$ cat src/rtl/qtr_reader_pkg.sv
`timescale 1ns/1ps
// -----------------------------------------------------------------------------
// qtr_pkg
// Shared types and constants for the QTR reflectance sensor timing core.
//   state_t      - measurement FSM states
//   US_DIV       - clocks per microsecond at the default 60 MHz system clock
//   calcUsDiv    - clocks per microsecond for an arbitrary clock frequency
//   periodWidth  - bit width needed to count 0..PERIOD_US inclusive
// -----------------------------------------------------------------------------
package qtr_pkg;

    typedef enum logic [2:0] {
        IDLE,
        CHARGE,
        MEASURE,
        DONE,
        WAIT
    } state_t;

    localparam int DEFAULT_CLK_FREQUENCY = 60_000_000;
    localparam int US_DIV                = DEFAULT_CLK_FREQUENCY / 1_000_000;

    function automatic int calcUsDiv(input int clkFrequency);
        return clkFrequency / 1_000_000;
    endfunction

    function automatic int periodWidth(input int periodUs);
        return $clog2(periodUs + 1);
    endfunction

endpackage

$ cat src/rtl/qtr_reader_if.sv
`timescale 1ns/1ps
// -----------------------------------------------------------------------------
// qtr_reader_if
// Bundles the sensor-facing GPIO lines and the reading/status outputs of the
// QTR timing core.
//   enable       - level, run measurement cycles while high
//   qtr_out_en   - SB_IO OUTPUT_ENABLE, one per sensor
//   qtr_out_sig  - SB_IO D_OUT_0, one per sensor
//   qtr_in_sig   - SB_IO D_IN_0, asynchronous to the system clock
//   qtr_ctrl     - emitter LED enable, one per sensor
//   qtr_value    - latest decay times, sensor i at [i*COUNT_WIDTH +: COUNT_WIDTH]
//   qtr_valid    - one-cycle pulse when qtr_value updates
//   busy         - high whenever the core is not idle
// With QTR_THRESH_EN defined the bundle also carries:
//   thresh       - dark-line decay threshold in microseconds
//   qtr_line     - per-sensor line detect, registered with qtr_value
// master: the timing core.  slave: the system / sensor side.
// -----------------------------------------------------------------------------
interface qtr_reader_if #(
    parameter int NUM_SENSORS = 2,
    parameter int COUNT_WIDTH = 12
);

    logic                               enable;
    logic [NUM_SENSORS-1:0]             qtr_out_en;
    logic [NUM_SENSORS-1:0]             qtr_out_sig;
    logic [NUM_SENSORS-1:0]             qtr_in_sig;
    logic [NUM_SENSORS-1:0]             qtr_ctrl;
    logic [NUM_SENSORS*COUNT_WIDTH-1:0] qtr_value;
    logic                               qtr_valid;
    logic                               busy;
`ifdef QTR_THRESH_EN
    logic [COUNT_WIDTH-1:0]             thresh;
    logic [NUM_SENSORS-1:0]             qtr_line;

    modport master (
        input  enable, qtr_in_sig, thresh,
        output qtr_out_en, qtr_out_sig, qtr_ctrl, qtr_value, qtr_valid, busy, qtr_line
    );

    modport slave (
        output enable, qtr_in_sig, thresh,
        input  qtr_out_en, qtr_out_sig, qtr_ctrl, qtr_value, qtr_valid, busy, qtr_line
    );
`else
    modport master (
        input  enable, qtr_in_sig,
        output qtr_out_en, qtr_out_sig, qtr_ctrl, qtr_value, qtr_valid, busy
    );

    modport slave (
        output enable, qtr_in_sig,
        input  qtr_out_en, qtr_out_sig, qtr_ctrl, qtr_value, qtr_valid, busy
    );
`endif

endinterface

$ cat src/rtl/qtr_reader_us_tick.sv
`timescale 1ns/1ps
// -----------------------------------------------------------------------------
// qtr_us_tick
// Microsecond prescaler: o_tick pulses for one clock every DIV clocks.
//   clk        - system clock
//   reset      - asynchronous, active-high
//   i_restart  - synchronous restart; the count is 0 in the following cycle
//   o_tick     - one-cycle pulse on the last clock of each DIV-clock window
// -----------------------------------------------------------------------------
module qtr_us_tick
    import qtr_pkg::*;
#(
    parameter int DIV = US_DIV
) (
    input  logic clk,
    input  logic reset,
    input  logic i_restart,
    output logic o_tick
);

    localparam int CW = (DIV > 1) ? $clog2(DIV) : 1;

    logic [CW-1:0] r_count;

    // Free-running modulo-DIV counter, forced back to zero on restart so the
    // first tick of a timed phase lands exactly DIV clocks after its entry.
    always_ff @(posedge clk or posedge reset) begin
        if (reset) begin
            r_count <= '0;
        end else if (i_restart || (r_count == CW'(DIV - 1))) begin
            r_count <= '0;
        end else begin
            r_count <= r_count + CW'(1);
        end
    end

    // The tick is not masked by restart: phase changes happen on tick cycles,
    // and that tick must still be counted by the phase being left.
    assign o_tick = (r_count == CW'(DIV - 1));

endmodule

$ cat src/rtl/qtr_reader.sv
`timescale 1ns/1ps
// -----------------------------------------------------------------------------
// qtr_reader
// Timing core for Pololu QTR reflectance sensors. Each cycle charges the
// sensor lines, releases them and times the decay of each line in
// microseconds, then publishes the readings with a one-cycle valid strobe.
// Cycles repeat start-to-start every PERIOD_US while enable is high.
//   clk     - system clock (CLK_FREQUENCY Hz, integer multiple of 1 MHz)
//   reset   - asynchronous, active-high
//   io_qtr  - qtr_reader_if master: GPIO drive/sense, emitter control,
//             readings, valid strobe and busy
// Optional feature macro: QTR_THRESH_EN adds the thresh input and the
// registered qtr_line output (reading >= thresh means dark line).
// -----------------------------------------------------------------------------
module qtr_reader
    import qtr_pkg::*;
#(
    parameter int CLK_FREQUENCY = 60_000_000,
    parameter int NUM_SENSORS   = 2,
    parameter int COUNT_WIDTH   = 12,
    parameter int CHARGE_US     = 10,
    parameter int TIMEOUT_US    = 2500,
    parameter int PERIOD_US     = 5000
) (
    input  logic         clk,
    input  logic         reset,
    qtr_reader_if.master io_qtr
);

    localparam int DIV = calcUsDiv(CLK_FREQUENCY);
    localparam int PW  = periodWidth(PERIOD_US);

    state_t                                   r_state;
    state_t                                   w_nextState;
    logic [NUM_SENSORS-1:0]                   r_sync1;
    logic [NUM_SENSORS-1:0]                   r_sync2;
    logic [PW-1:0]                            r_periodCount;
    logic [COUNT_WIDTH-1:0]                   r_usCount;
    logic [NUM_SENSORS-1:0]                   r_flags;
    logic [NUM_SENSORS-1:0][COUNT_WIDTH-1:0]  r_work;
    logic [NUM_SENSORS-1:0][COUNT_WIDTH-1:0]  r_value;
    logic [NUM_SENSORS-1:0][COUNT_WIDTH-1:0]  w_workNext;
    logic [NUM_SENSORS-1:0]                   w_latchNow;
    logic                                     w_tick;
    logic                                     w_restart;
    logic                                     w_enterCharge;
    logic                                     w_enterMeasure;
    logic                                     w_timeout;
    logic                                     w_allLatched;
    logic                                     w_finish;
    logic [NUM_SENSORS-1:0]                   w_outEn;
    logic [NUM_SENSORS-1:0]                   w_outSig;
    logic [NUM_SENSORS-1:0]                   w_ctrl;
    logic                                     w_valid;
    logic                                     w_busy;

    assign w_enterCharge  = (w_nextState == CHARGE)  && (r_state != CHARGE);
    assign w_enterMeasure = (w_nextState == MEASURE) && (r_state != MEASURE);
    assign w_restart      = w_enterCharge || w_enterMeasure;
    assign w_timeout      = (r_state == MEASURE) && w_tick &&
                            (r_usCount == COUNT_WIDTH'(TIMEOUT_US - 1));
    assign w_allLatched   = &r_flags;
    assign w_finish       = (r_state == MEASURE) && (w_nextState == DONE);

    qtr_us_tick #(
        .DIV (DIV)
    ) u_usTick (
        .clk       (clk),
        .reset     (reset),
        .i_restart (w_restart),
        .o_tick    (w_tick)
    );

    // Two-flop synchronizer for the asynchronous sensor lines. Idle-high so a
    // freshly reset core does not see a spurious discharged line.
    always_ff @(posedge clk or posedge reset) begin
        if (reset) begin
            r_sync1 <= '1;
            r_sync2 <= '1;
        end else begin
            r_sync1 <= io_qtr.qtr_in_sig;
            r_sync2 <= r_sync1;
        end
    end

    // FSM state register.
    always_ff @(posedge clk or posedge reset) begin
        if (reset) begin
            r_state <= IDLE;
        end else begin
            r_state <= w_nextState;
        end
    end

    // FSM next-state logic. The period counter doubles as the charge timer
    // because both start from zero on CHARGE entry. Dropping enable aborts
    // from any timed phase; DONE always completes so a reading is never torn.
    always_comb begin
        w_nextState = r_state;
        case (r_state)
            IDLE: begin
                if (io_qtr.enable) w_nextState = CHARGE;
            end
            CHARGE: begin
                if (!io_qtr.enable) begin
                    w_nextState = IDLE;
                end else if (w_tick && (r_periodCount == PW'(CHARGE_US - 1))) begin
                    w_nextState = MEASURE;
                end
            end
            MEASURE: begin
                if (!io_qtr.enable) begin
                    w_nextState = IDLE;
                end else if (w_allLatched || w_timeout) begin
                    w_nextState = DONE;
                end
            end
            DONE: begin
                w_nextState = WAIT;
            end
            WAIT: begin
                if (!io_qtr.enable) begin
                    w_nextState = IDLE;
                end else if (w_tick && (r_periodCount == PW'(PERIOD_US - 1))) begin
                    w_nextState = CHARGE;
                end
            end
            default: begin
                w_nextState = IDLE;
            end
        endcase
    end

    // FSM outputs, decoded from the registered state only.
    always_comb begin
        w_outEn  = '0;
        w_outSig = '0;
        w_ctrl   = '0;
        w_valid  = 1'b0;
        w_busy   = 1'b1;
        case (r_state)
            IDLE: begin
                w_busy = 1'b0;
            end
            CHARGE: begin
                w_outEn  = '1;
                w_outSig = '1;
                w_ctrl   = '1;
            end
            MEASURE: begin
                w_ctrl = '1;
            end
            DONE: begin
                w_valid = 1'b1;
            end
            default: begin
                w_busy = 1'b1;
            end
        endcase
    end

    // Ticks elapsed since the current cycle entered CHARGE; sets the
    // start-to-start spacing of measurement cycles.
    always_ff @(posedge clk or posedge reset) begin
        if (reset) begin
            r_periodCount <= '0;
        end else if (w_enterCharge) begin
            r_periodCount <= '0;
        end else if ((r_state != IDLE) && w_tick) begin
            r_periodCount <= r_periodCount + PW'(1);
        end
    end

    // Microseconds elapsed since the lines were released.
    always_ff @(posedge clk or posedge reset) begin
        if (reset) begin
            r_usCount <= '0;
        end else if (w_enterMeasure) begin
            r_usCount <= '0;
        end else if ((r_state == MEASURE) && w_tick) begin
            r_usCount <= r_usCount + COUNT_WIDTH'(1);
        end
    end

    // Per-sensor capture: the first low sample takes the current count; a
    // sensor still high at timeout saturates to TIMEOUT_US. A capture on the
    // timeout cycle takes priority over the saturation value.
    always_comb begin
        w_workNext = r_work;
        w_latchNow = '0;
        for (int i = 0; i < NUM_SENSORS; i++) begin
            w_latchNow[i] = (r_state == MEASURE) && !r_sync2[i] && !r_flags[i];
            if (w_latchNow[i]) begin
                w_workNext[i] = r_usCount;
            end else if (w_timeout && !r_flags[i]) begin
                w_workNext[i] = COUNT_WIDTH'(TIMEOUT_US);
            end
        end
    end

    // Work registers and latch flags. Flags only live inside MEASURE, so an
    // abort or a completed cycle leaves them clear for the next one.
    always_ff @(posedge clk or posedge reset) begin
        if (reset) begin
            r_work  <= '0;
            r_flags <= '0;
        end else begin
            r_work <= w_workNext;
            if (r_state == MEASURE) begin
                r_flags <= r_flags | w_latchNow;
            end else begin
                r_flags <= '0;
            end
        end
    end

    // Published readings load on the edge into DONE so they are already
    // visible while qtr_valid is high; aborts never reach this load.
    always_ff @(posedge clk or posedge reset) begin
        if (reset) begin
            r_value <= '0;
        end else if (w_finish) begin
            r_value <= w_workNext;
        end
    end

`ifdef QTR_THRESH_EN
    logic [NUM_SENSORS-1:0] r_line;

    // Line detect registered alongside the readings: a long decay means a
    // dark surface under the sensor.
    always_ff @(posedge clk or posedge reset) begin
        if (reset) begin
            r_line <= '0;
        end else if (w_finish) begin
            for (int i = 0; i < NUM_SENSORS; i++) begin
                r_line[i] <= (w_workNext[i] >= io_qtr.thresh);
            end
        end
    end

    assign io_qtr.qtr_line = r_line;
`endif

    assign io_qtr.qtr_out_en  = w_outEn;
    assign io_qtr.qtr_out_sig = w_outSig;
    assign io_qtr.qtr_ctrl    = w_ctrl;
    assign io_qtr.qtr_value   = r_value;
    assign io_qtr.qtr_valid   = w_valid;
    assign io_qtr.busy        = w_busy;

endmodule
$ cat src/flat_wrapper.sv
// flat-port wrapper written by rule: the top's interface ports become plain ports
module qtr_reader_flat import qtr_pkg::*;
#(
    parameter int CLK_FREQUENCY = 60_000_000,
    parameter int NUM_SENSORS   = 2,
    parameter int COUNT_WIDTH   = 12,
    parameter int CHARGE_US     = 10,
    parameter int TIMEOUT_US    = 2500,
    parameter int PERIOD_US     = 5000
)
  (clk, reset, io_qtr_enable, io_qtr_qtr_in_sig, io_qtr_qtr_out_en, io_qtr_qtr_out_sig, io_qtr_qtr_ctrl, io_qtr_qtr_value, io_qtr_qtr_valid, io_qtr_busy);
  qtr_reader_if #(.NUM_SENSORS(NUM_SENSORS), .COUNT_WIDTH(COUNT_WIDTH)) io_qtr_i ();
  input  logic clk;
  input  logic reset;
  input wire logic [$bits(io_qtr_i.enable)-1:0] io_qtr_enable;
  input wire logic [$bits(io_qtr_i.qtr_in_sig)-1:0] io_qtr_qtr_in_sig;
  output wire logic [$bits(io_qtr_i.qtr_out_en)-1:0] io_qtr_qtr_out_en;
  output wire logic [$bits(io_qtr_i.qtr_out_sig)-1:0] io_qtr_qtr_out_sig;
  output wire logic [$bits(io_qtr_i.qtr_ctrl)-1:0] io_qtr_qtr_ctrl;
  output wire logic [$bits(io_qtr_i.qtr_value)-1:0] io_qtr_qtr_value;
  output wire logic [$bits(io_qtr_i.qtr_valid)-1:0] io_qtr_qtr_valid;
  output wire logic [$bits(io_qtr_i.busy)-1:0] io_qtr_busy;
  assign io_qtr_i.enable = io_qtr_enable;
  assign io_qtr_i.qtr_in_sig = io_qtr_qtr_in_sig;
  assign io_qtr_qtr_out_en = io_qtr_i.qtr_out_en;
  assign io_qtr_qtr_out_sig = io_qtr_i.qtr_out_sig;
  assign io_qtr_qtr_ctrl = io_qtr_i.qtr_ctrl;
  assign io_qtr_qtr_value = io_qtr_i.qtr_value;
  assign io_qtr_qtr_valid = io_qtr_i.qtr_valid;
  assign io_qtr_busy = io_qtr_i.busy;
  qtr_reader #(.CLK_FREQUENCY(CLK_FREQUENCY), .NUM_SENSORS(NUM_SENSORS), .COUNT_WIDTH(COUNT_WIDTH), .CHARGE_US(CHARGE_US), .TIMEOUT_US(TIMEOUT_US), .PERIOD_US(PERIOD_US)) u_core (.clk(clk), .reset(reset), .io_qtr(io_qtr_i));
endmodule
$ cat config.mk
export PLATFORM = sky130hd
export DESIGN_NAME = qtr_reader_flat
export DESIGN_NICKNAME = d
export VERILOG_FILES = /design/src/rtl/qtr_reader_pkg.sv /design/src/rtl/qtr_reader_if.sv /design/src/rtl/qtr_reader_us_tick.sv /design/src/rtl/qtr_reader.sv /design/src/flat_wrapper.sv
export SDC_FILE = /design/constraint.sdc
export NUM_CORES = 1
export LEC_CHECK = 0
export ABC_AREA = 1
export BUFFER_PORTS_ARGS = -buffer_cell sky130_fd_sc_hd__buf_2
export CAP_MARGIN = 15
export CORE_MARGIN = 2
export CORE_UTILIZATION = 54
export DETAILED_ROUTE_END_ITERATION = 8
export GPL_TIMING_DRIVEN = 0
export PLACE_DENSITY = 0.76
export SYNTH_ARGS = -nofsm -noshare
export SYNTH_HDL_FRONTEND = slang
export SYNTH_SLANG_ARGS = --single-unit
export TNS_END_PERCENT = 50
$ cat constraint.sdc
create_clock -name clk -period 3.05 [get_ports clk]
set_clock_uncertainty 0.2 [all_clocks]
set_input_delay 0.61 -clock clk [delete_from_list [all_inputs] [get_ports clk]]
set_output_delay 0.61 -clock clk [all_outputs]
set_load 0.1 [all_outputs]
== Word-level counts from Yosys, hierarchy flattened ==
Cells that the tools add are included.
Operators by class
  add/sub/neg operators: 3
  multiply operators: 0
  divide/modulo/power cells: 0
  magnitude comparators: 0
  eq/ne operators: 13
  shift operators: 0
  mux-type cells: 22
  bitwise logic cells: 1
  reductions and logical operators: 27
Operators by type and width (number)
  $mux 12: 6
  $mux 13: 2
  $mux 3: 7
  $pmux 3 s5: 1
  $logic_and 1x1->1: 14
  $add 13x1->13 const B: 1
  $eq 13x13->1 const B: 1
  $eq 13x4->1 const B: 1
  $add 12x1->12 const B: 1
  $eq 12x12->1 const B: 1
  $eq 3x2->1 const B: 4
  $add 6x1->6 const B: 1
  $eq 3x1->1 const B: 2
  $eq 6x6->1 const B: 1
  $mux 2: 3
  $mux 6: 1
  $logic_not 1->1: 4
  $reduce_bool 2->1: 2
  $eq 3x3->1 const B: 1
  $logic_not 3->1: 1
  $logic_or 1x1->1: 3
  $ne 3x1->1 const B: 1
  $ne 3x2->1 const B: 1
  $reduce_bool 3->1: 1
  4 further kinds: 5
Word-level totals
  bits in registers: 88
  bits in latches: 0
  RAM bits: 0
  bits in read-only memories: 0
  input port bits: 5
  output and inout port bits: 32
  memories kept: 0

== Logic depth before layout (Yosys ltp) ==
Gate-level depths: netlist (run 1).
  word-level depth: 12
  mapped depth: 13
  depth with buffers taken out: 11

== Modules after synthesis ==
From an unflattened synthesis (run 1), not the netlist that was laid out.
Second synthesis, totals
  cells, all modules: 484
  area, all modules: 4335.4 µm²
By module, submodules not included
  qtr_reader: times used 1, cells an instance 453, area an instance 4018.9 µm²
  qtr_us_tick: times used 1, cells an instance 31, area an instance 316.6 µm²

== Worst setup path after synthesis (run 1) ==
No wires, ideal clock.
  kind: register -> output
  start point: reg u_core.r_state[2]
  end point: out io_qtr_qtr_ctrl[1]
  arrival: 3.087 ns
  setup slack: -0.847 ns
  stages on the path, launching flop included: 5
  path buffers: 1
  path through: dfrtp_1 nor3_2 inv_1 nand2_1 buf_4
On the way
  word-level cells in the longest chain between the ends: 3
RTL lines
  start, declared: line qtr_reader.sv:33  | state_t r_state;
  start signal, assigned: line qtr_reader.sv:91  | r_state <= w_nextState;
  $eq 3x1->1 or $eq 3x2->1 (tied branches): line qtr_reader.sv:141  | case (r_state)
  $reduce_or 2->1 (no source line) *
  $mux 2 *: line qtr_reader.sv:141
  end, declared: line flat_wrapper.sv:19  | output wire logic [$bits(io_qtr_i.qtr_ctrl)-1:0] io_qtr_qtr_ctrl;
Mark *: on every way between the ends. The rest lies on a longest branch, timed or not.

== Worst setup path in the final report (run 1) ==
Ends and elaborated chain as after synthesis.

==> results of run 1 <==
==> cell families (layout without fill, tap and decap cells) <==
group | after synthesis | count (layout) | share of synthesized area
AND/OR/NAND/NOR | 209 | 209 | 0.222
flip-flops | 88 | 88 | 0.522
XOR/XNOR | 22 | 22 | 0.0456
AO/OA/AOI/OAI | 58 | 58 | 0.0823
buffers and inverters | 115 | 169 | 0.116
adder cells (fa/ha/maj) | 4 | 4 | 0.0118
==> Yosys cell counts, types with 5 or more instances <==
cell / n / share of area
nand2_1: 93 / 0.083
buf_2: 5 / 0.0059
buf_4: 5 / 0.0089
nand4_1: 7 / 0.010
o21ai_2: 5 / 0.010
dfrtp_1: 84 / 0.50
nor3_1: 8 / 0.0095
o21ai_0: 16 / 0.019
o21ai_1: 17 / 0.020
nor2_1: 58 / 0.052
inv_1: 96 / 0.085
xor2_1: 20 / 0.041
nand3_1: 27 / 0.032
a22oi_1: 14 / 0.025
==> routing by layer <==
metal  routed length [microns]  track usage  up-vias
met2                      4050        0.357       72
met3                       346       0.0464       12
met1                      3630        0.259     1517
met5                         0            0        -
met4                       159       0.0871        0
li1                          -            -     1625
==> area by class of cell <==
| type | instances | area share |
|---|---|---|
| plain buffers | 16 | 0.0225 |
| clock buffers | 9 | 0.0258 |
| clock inverters | 7 | 0.0159 |
| inverters | 99 | 0.0804 |
| multi-input cells | 293 | 0.322 |
| flip-flops and latches | 88 | 0.461 |
| well taps | 102 | 0.0266 |
| repair buffers | 38 | 0.0460 |
==> placed cells by master (no fill, tap or decap), types with 2 or more instances in the layout <==
cell / n
xnor2_1: 2
inv_1: 95
nand3_1: 27
a21oi_1: 4
xor2_1: 20
clkbuf_1: 3
nor2_4: 2
nor2_1: 58
nand2_2: 2
clkinvlp_4: 3
buf_2: 41
buf_12: 2
nand4_1: 7
buf_6: 3
dfrtp_1: 84
buf_4: 5
a22oi_1: 14
nand3_2: 3
clkbuf_8: 9
dfstp_2: 4
o21ai_2: 5
o21ai_1: 17
nor3_1: 8
o21ai_0: 16
nand2_4: 3
ha_1: 4
nand2_1: 92
inv_6: 5
==> where the power goes <==
group | total, mW | internal (mW) | switching, mW
registers | 1.22 | 1.19 | 0.0238
clock network | 0.821 | 0.386 | 0.436
logic | 0.182 | 0.0495 | 0.133
==> worst paths after layout <==
kind | to | slack [ps]
hold / removal | u_core.u_usTick.r_count[2]$_DFF_PP0_ | 20
max in group asynchronous | u_core.io_qtr.qtr_value[0]$_DFFE_PP0P_ | 1880
min in group clk | u_core.r_sync1[1]$_DFF_PP1_ | 140
hold reg to reg | u_core.r_sync2[0]$_DFF_PP1_ | 160
setup / recovery | io_qtr_qtr_ctrl[1] | 410
setup reg to reg | u_core.io_qtr.qtr_value[10]$_DFFE_PP0P_ | 790
==> metrics by stage <==
stage	hold slack [ps]	power, mW
after global placement	146	1.41
after CTS	19.2	2.25
final	24.7	2.22
after floorplan	145	1.39
after detailed placement	147	1.43
after global routing	42.4	2.31
==> state kept, by name, summed over array words and instances (netlist names) <==
name / flops
u_core.r_sync2: 2
u_core.r_work: 24
u_core.io_qtr.qtr_value: 24
u_core.r_periodCount: 13
u_core.r_usCount: 12
u_core.r_sync1: 2
u_core.u_usTick.r_count: 6
u_core.r_flags: 2
u_core.r_state: 3
==> critical path: cells and delay by family (launching register included) <==
family                 cells  cell delay (ps)
AND/OR/NAND/NOR            2              390
flip-flops                 1              460
buffers and inverters      3              630
==> key figures, run 1 <==
Status
  • Status: complete, no violations

Final layout
  • Multi-input gate area: 1540 sq um
  • Antenna fix cells: 0
  • Share of cells above drive strength 1: 0.173
  • Fin cells: 652
  • Final net count: 554
  • Register area: 2210 sq um
  • Final instance area: 4790 sq um
  • Fillers: 671
  • Area grow syn2layout: 13.4%
  • Core Util, Final: 0.627

Synthesis
  • Syn_nets: 505
  • Sequential share of the synthesized area: 0.522
  • Avg Synthesized Cell Area: 8.52 sq um
  • Yosys reg bits: 88
  • Yosys cell types: 34
  • Synthesized area: 4230 sq um
  • Synth Instances: 496
  • Yosys warning total: 0
  • Ys async rst share: 1.00
  • Post-synth top flop: dfrtp_1
  • Number of synthesized flops with an enable pin: 0

Placement
  • Post-place setup slack: 778 ps
  • Port bufs: 36
  • GP Congestion: 0.883
  • Half-perimeter wire length after placement: 6070 microns
  • Placed Area: 4590 sq um
  • Post-Place Cells: 636

Die
  • Die W: 92.5 microns
  • # rows: 32
  • I/O Pins: 37
  • Die height: 92.5 microns
  • Die area: 8550 sq um
  • Starting utilization of the core area: 0.553
  • CORE AREA: 7650 sq um

Critical path
  • CP required: 2240 ps
  • CP peak stage delay: 460 ps
  • Crit-path slowest cell: dfrtp_1
  • Crit. Startpoint: u_core.r_state[2]$_DFF_PP0_
  • Crit. End Element: output pin
  • RR Startpoint: u_core.r_state[2]$_DFF_PP0_
  • Critical path class: register to output pin
  • Worst Reg2Reg Path Length in Cells: 7
  • Worst-path fanout max: 6
  • Crit-path cells: nor3_4 -> inv_1 -> nand2_4 -> buf_4 -> buf_2
  • Critical path startpoint category: register
  • Critical Path AT: 1830 ps

Global route
  • Largest net degree at the start of global routing: 42
  • Vias in the first global route: 3209
  • Initial antenna violation count: 0
  • GRT Util Overall: 0.210
  • Grt ovf: 0
  • First-pass GRT wire length: 14200 microns

STA
  • Setup violations, final: 0
  • Hold Vio Cnt, Final: 0
  • Final period util: 0.865
  • Worst Max-Slew Pin Slew: 522 ps
  • Final Max Tran Viols: 0
  • Fin crit period: 2640 ps
  • Setup_tns: 0 ps
  • Worst setup margin: 412 ps
  • Fmax: 379 MHz
  • Slew HR: 0.652
  • RSZ-0062 raised after global routing: false

Power and ir drop
  • Worst ir drop on vdd: 0.000246 V
  • Pleak: 2.87 nW
  • Pwr dens: 463 nW/um^2

CTS
  • Max clock buf depth: 2
  • Clock transition at the registers of the reported paths: 90 ps
  • H-tree levels: 3
  • Cts hold-fix bufs: 0
  • CTS Sinks: 88
  • Clock Latency Late Sink: 370 ps
  • Cts bufs inserted: 9
  • CTS resizes: 0
  • Root buf cell: clkbuf_8
  • Setup Buffers After CTS: 0
  • CTS tree: built

Route
  • Initial drt markers: 228
  • Via density: 4.95
  • Final ANT Viol Nets: 0
  • DRT Wirelength: 8180 microns
  • WL/cell: 12.6 microns
  • Drt pass-1 iters: 5
  • Remaining DRCs: 0
  • Via count: 3226

Min path
  • Hold Crit Class: primary input to asynchronous set/reset pin

Job
  • Max Cap Viol: 0
(Power assumes the default switching activity.)
==> run 2: changes to the inputs <==
--- a/config.mk
+++ b/config.mk
@@ -15,5 +15,6 @@
 export PLACE_DENSITY = 0.76
 export SYNTH_ARGS = -nofsm -noshare
 export SYNTH_HDL_FRONTEND = slang
+export SYNTH_HIERARCHICAL = 1
 export SYNTH_SLANG_ARGS = --single-unit
 export TNS_END_PERCENT = 50
==> key figures, run 2 <==
Die
  • Die W: 93.6 microns
  • Starting utilization of the core area: 0.558
  • Die height: 93.6 microns
  • CORE AREA: 7770 sq um
  • I/O Pins: 37
  • Die area: 8760 sq um
  • # rows: 32

Synthesis
  • Largest cells by area after synthesis: dfrtp_1 48%, nand2_1 10%, inv_1 4.5%
  • Yosys cell types: 38
  • Syn_nets: 493
  • Yosys top cell area share: 0.485
  • Ys async rst share: 1.00
  • Yosys reg bits: 88
  • Synth Instances: 484
  • Number of synthesized flops with an enable pin: 0
  • Post-synth top area cell: dfrtp_1
  • Avg Synthesized Cell Area: 8.96 sq um
  • Yosys warning total: 6
  • Post-synth top flop: dfrtp_1
  • Sequential share of the synthesized area: 0.509
  • Most instantiated cells after synthesis: 120 x nand2_1, 84 x dfrtp_1, 52 x inv_1
  • Synthesized area: 4340 sq um
  • Count leader, synth: nand2_1

Route
  • Remaining DRCs: 0
  • DRT Wirelength: 8660 microns
  • Drt pass-1 iters: 7
  • Metal2 WL: 4070 microns
  • Via count: 3354
  • Final ANT Viol Nets: 0
  • Length of routed met3 wiring: 337 microns
  • Wire length on met1: 4090 microns
  • Via density: 5.24
  • Initial drt markers: 180
  • DR top layer: met4
  • WL/cell: 13.5 microns

STA
  • Worst Max-Slew Pin Slew: 488 ps
  • Hold Vio Cnt, Final: 0
  • Fmax: 363 MHz
  • RSZ-0062 raised after global routing: false
  • Fin crit period: 2760 ps
  • Setup violations, final: 0
  • Worst setup margin: 292 ps
  • Slew HR: 0.677
  • Final period util: 0.904
  • Final Max Tran Viols: 0

CTS
  • Cts bufs inserted: 9
  • CTS tree: built
  • Max clock buf depth: 2
  • Clock transition at the registers of the reported paths: 90 ps
  • CTS Sinks: 88
  • Clock Latency Late Sink: 360 ps
  • Root buf cell: clkbuf_8
  • H-tree levels: 3

Global route
  • GRT Util Overall: 0.217
  • Grt ovf: 0
  • Initial antenna violation count: 0
  • Largest net degree at the start of global routing: 49
  • First-pass GRT wire length: 14900 microns
  • Vias in the first global route: 3150

Final layout
  • Fillers: 678
  • Fin cells: 640
  • Most frequent cells in the layout: 120 x nand2_1, 84 x dfrtp_1, 51 x inv_1
  • Commonest non-fill, non-tap cell in the layout: nand2_1
  • Final net count: 542
  • Core Util, Final: 0.626
  • Antenna fix cells: 0
  • Area grow syn2layout: 12.2%
  • Final instance area: 4860 sq um
  • Share of cells above drive strength 1: 0.229

Critical path
  • Reg2reg setup slack: 290 ps
  • Worst path most repeated cell: nand2_1
  • WP buf/inv: 1
  • Critical Path AT: 2800 ps
  • Critical path class: register to register
  • Crit-path slowest cell: dfrtp_1
  • Crit. Startpoint: u_core/u_usTick/r_count[0]$_DFF_PP0_
  • Worst Reg2Reg Path Length in Cells: 14
  • CP required: 3090 ps
  • CP peak stage delay: 420 ps
  • Worst-path fanout max: 10
  • Crit-path cells: ha_1 -> nand3b_4 -> nor2_2 -> nand4_1 -> nor2_1 -> nand2_1 -> nand2_1 -> o21ai_1 -> a21oi_2 -> buf_4 -> nand2_1 -> nand2_1 -> o21bai_4 -> nor2_1
  • Critical path startpoint category: register
  • Critical path's top delay family: simple AND/OR/NAND/NOR gates
  • Reg-to-reg endpoint: u_core/u_usTick/r_count[4]$_DFF_PP0_
  • RR Startpoint: u_core/u_usTick/r_count[0]$_DFF_PP0_
  • Crit. End Element: register

Placement
  • Post-place setup slack: 156 ps
  • Port bufs: 36
  • Half-perimeter wire length after placement: 6310 microns
  • Placed Area: 4670 sq um
  • GP Congestion: 0.919
  • Post-Place Cells: 623

Min path
  • Hold Startpoint: io_qtr_qtr_in_sig[1]
  • WHS Endpoint: u_core/r_sync1[1]$_DFF_PP1_
  • Hold Crit Class: primary input to register
  • Worst Hold Depth: 1

Status
  • Status: complete, no violations

Power and ir drop
  • Pleak: 2.69 nW
  • Pwr dens: 572 nW/um^2
  • Worst ir drop on vdd: 0.00109 V
  • Overall power: 2.78 mW

Job
  • Max Cap Viol: 0
==> run 2: changes by cell type in the layout (fill, tap and decap cells not counted), sizes merged, moves of 5 or more <==
cell	change
a22oi	-14
nand2	+25
xor2	-7
inv	-38
a21oi	+16
o21ai	-21
buf	+5
nor2	-15
nand3	+5
o22ai	+23
or2	+10
==> run 2: repair_timing <==
| action | CTS | global route |
|---|---|---|
| setup buffers | 0 | 0 |
| hold endpoints to repair | 6 | 0 |
| resized for setup | 0 | 1 |
| endpoints found under the setup margin | 0 | 6 |
| hold buffers | 1 | 0 |
==> run 2: where the power goes <==
| part | leakage [nW] | internal [mW] | switching (mW) |
|---|---|---|---|
| clock | 0.0839 | 0.306 | 0.434 |
| sequential | 1.18 | 1.20 | 0.0421 |
| combinational | 1.43 | 0.189 | 0.607 |
| total | 2.69 | 1.70 | 1.08 |
==> run 2: cell families after synthesis <==
group / count (synthesis) / synth area share
AND/OR/NAND/NOR: 233 / 0.269
buffers and inverters: 79 / 0.0831
flip-flops: 88 / 0.509
adder cells (fa/ha/maj): 4 / 0.0115
XOR/XNOR: 17 / 0.0343
AO/OA/AOI/OAI: 63 / 0.0932
==> run 2: final cells by class <==
cell class	instances	area (sq um)	share of cell area
buffer	19	133	0.0273
clock buffer	10	128	0.0262
clock inverter	6	50.0	0.0103
inverter	60	230	0.0473
multi-input combinational	317	1770	0.364
sequential	88	2210	0.454
tap	102	128	0.0262
timing repair buffer	38	218	0.0448
==> run 2: how the worst max path moves through the flow <==
| stage | endpoint | slack [ps] | cells past startpoint |
|---|---|---|---|
| after global routing | u_core/u_usTick/r_count[4]$_DFF_PP0_ | 60 | 14 |
| after floorplan | u_core/u_usTick/r_count[5]$_DFF_PP0_ | 20 | 11 |
| after detailed placement | u_core/u_usTick/r_count[4]$_DFF_PP0_ | 160 | 14 |
| after CTS | u_core/u_usTick/r_count[2]$_DFF_PP0_ | 150 | 14 |
| after global placement | u_core/io_qtr.qtr_value[0]$_DFFE_PP0P_ | -800 | 2 |
| final | u_core/u_usTick/r_count[4]$_DFF_PP0_ | 290 | 14 |
==> run 2: metal layers <==
layer,vias to the layer above,global-route usage
met1,1594,0.311
met5,-,0
met4,0,0.0882
met3,17,0.0314
li1,1643,-
met2,100,0.333
==> run 2: stage by stage <==
| step | hold slack [ps] | setup TNS [ps] |
|---|---|---|
| after floorplan | 145 | 0 |
| after global placement | 146 | -62580 |
| after detailed placement | 149 | 0 |
| after CTS | 129 | 0 |
| after global routing | 128 | 0 |
| final | 144 | 0 |
==> run 3: changes to the inputs <==
--- a/config.mk
+++ b/config.mk
@@ -13,6 +13,7 @@
 export DETAILED_ROUTE_END_ITERATION = 8
 export GPL_TIMING_DRIVEN = 0
 export PLACE_DENSITY = 0.76
+export SETUP_SLACK_MARGIN = 0.5
 export SYNTH_ARGS = -nofsm -noshare
 export SYNTH_HDL_FRONTEND = slang
 export SYNTH_HIERARCHICAL = 1
==> key figures, run 3 (synthesized netlist as in run 2, its figures left out) <==
Global route
  • Largest net degree at the start of global routing: 39
  • Initial antenna violation count: 0
  • Vias in the first global route: 3437
  • First-pass GRT wire length: 15600 microns
  • GRT Util Overall: 0.228
  • Grt ovf: 0

STA
  • Hold Vio Cnt, Final: 0
  • Worst Max-Slew Pin Slew: 491 ps
  • Slew HR: 0.675
  • Setup violations, final: 0
  • RSZ-0062 raised after global routing: true
  • Fmax: 401 MHz
  • Final period util: 0.818
  • Fin crit period: 2500 ps
  • Setup_tns: 0 ps
  • Final Max Tran Viols: 0

Final layout
  • Fillers: 646
  • Share of cells above drive strength 1: 0.255
  • Antenna fix cells: 0
  • Area grow syn2layout: 16.8%
  • Most frequent cells in the layout: 119 x nand2_1, 83 x dfrtp_1, 51 x inv_1
  • Multi-input gate area: 1800 sq um
  • Register area: 2210 sq um
  • Final net count: 554
  • Commonest non-fill, non-tap cell in the layout: nand2_1
  • Fin cells: 652

Critical path
  • Crit. Startpoint: u_core/r_state[1]$_DFF_PP0_
  • RR Startpoint: u_core/u_usTick/r_count[0]$_DFF_PP0_
  • Critical path class: register to output pin
  • Critical Path AT: 1690 ps
  • Worst Reg2Reg Path Length in Cells: 13
  • Reg2reg setup slack: 610 ps
  • Reg-to-reg endpoint: u_core/u_usTick/r_count[1]$_DFF_PP0_
  • CP required: 2240 ps
  • Critical path capture point: io_qtr_qtr_out_en[1]
  • Worst-path fanout max: 6
  • Crit. End Element: output pin
  • Critical path startpoint category: register

Job
  • Max Cap Viol: 0

Route
  • Initial drt markers: 235
  • Final ANT Viol Nets: 0
  • WL/cell: 14.6 microns
  • Via count: 3471
  • Drt pass-1 iters: 5
  • Via density: 5.32
  • Remaining DRCs: 0
  • DRT Wirelength: 9510 microns

CTS
  • Clock transition at the registers of the reported paths: 90 ps
  • CTS Sinks: 88
  • Root buf cell: clkbuf_8
  • Clock Latency Late Sink: 360 ps
  • Max clock buf depth: 2
  • H-tree levels: 3
  • CTS tree: built
  • Cts bufs inserted: 9

Die
  • # rows: 32
  • Die W: 93.6 microns
  • Die area: 8760 sq um
  • Die height: 93.6 microns
  • CORE AREA: 7770 sq um
  • Starting utilization of the core area: 0.558
  • I/O Pins: 37

Placement
  • GP Congestion: 0.912
  • Port bufs: 36
  • Post-Place Cells: 624
  • Half-perimeter wire length after placement: 6500 microns

Power and ir drop
  • Pleak: 2.78 nW
  • Worst ir drop on vdd: 0.00112 V
  • Pwr dens: 599 nW/um^2

Status
  • Status: complete, no violations

Min path
  • Hold Crit Class: primary input to register
run 3: worst min-delay path by stage:
stage / startpoint / to / slack (ps) / cells past startpoint
after floorplan: u_core/r_sync1[0]$_DFF_PP1_ / u_core/r_sync2[0]$_DFF_PP1_ / 150 / 0
after CTS: io_qtr_qtr_in_sig[0] / u_core/r_sync1[0]$_DFF_PP1_ / 130 / 1
after global placement: u_core/r_sync1[0]$_DFF_PP1_ / u_core/r_sync2[0]$_DFF_PP1_ / 150 / 0
after global routing: io_qtr_qtr_in_sig[0] / u_core/r_sync1[0]$_DFF_PP1_ / 130 / 1
final: io_qtr_qtr_in_sig[1] / u_core/r_sync1[1]$_DFF_PP1_ / 150 / 1
after detailed placement: u_core/r_sync1[0]$_DFF_PP1_ / u_core/r_sync2[0]$_DFF_PP1_ / 150 / 0
run 3: per-layer routing:
layer | vias to the layer above | GRT usage | share of wire
li1 | 1666 | - | -
met1 | 1652 | 0.307 | 0.44
met2 | 129 | 0.363 | 0.48
met3 | 24 | 0.0346 | 0.057
met4 | 0 | 0.105 | 0.024
met5 | - | 0 | 0
run 3: stage by stage:
step | hold WS (ps) | total power [mW] | utilization | cell area [sq um] | setup slack [ps]
floorplan | 145 | 1.94 | - | 4340 | 459
global placement | 146 | 2.05 | 0.599 | 4650 | 264
detailed placement | 148 | 2.07 | 0.604 | 4690 | 122
CTS | 134 | 2.95 | 0.635 | 4930 | 416
global route | 129 | 3.16 | 0.652 | 5060 | 473
finish | 146 | 3.04 | 0.652 | 5060 | 555
run 3: critical path, cell delays in order, from the launching register on:
cell and delay [ps]:
dfrtp_1 470, inv_1 150, nand3_2 140, inv_1 210, buf_4 150, buf_6 210
run 3: area by class of cell:
class / instances / share of cell area
tap: 102 / 0.0252
sequential: 88 / 0.436
timing repair buffer: 50 / 0.0689
clock inverter: 6 / 0.0148
inverter: 60 / 0.0457
multi-input combinational: 317 / 0.355
clock buffer: 10 / 0.0272
buffer: 19 / 0.0269
run 3: timing repair:
action                                  in CTS  in global routing
buffers inserted                             1                 10
resized for setup                            5                 15
endpoints found under the setup margin      73                 18
cloned                                       0                  0
pin swaps                                    1                  2
hold buffers                                 1                  0
endpoints found under the hold margin        6                  0
run 3: power by group:
group	internal, mW	switching [mW]
clock network	0.412	0.440
registers	1.21	0.0444
logic	0.288	0.645
total	1.91	1.13
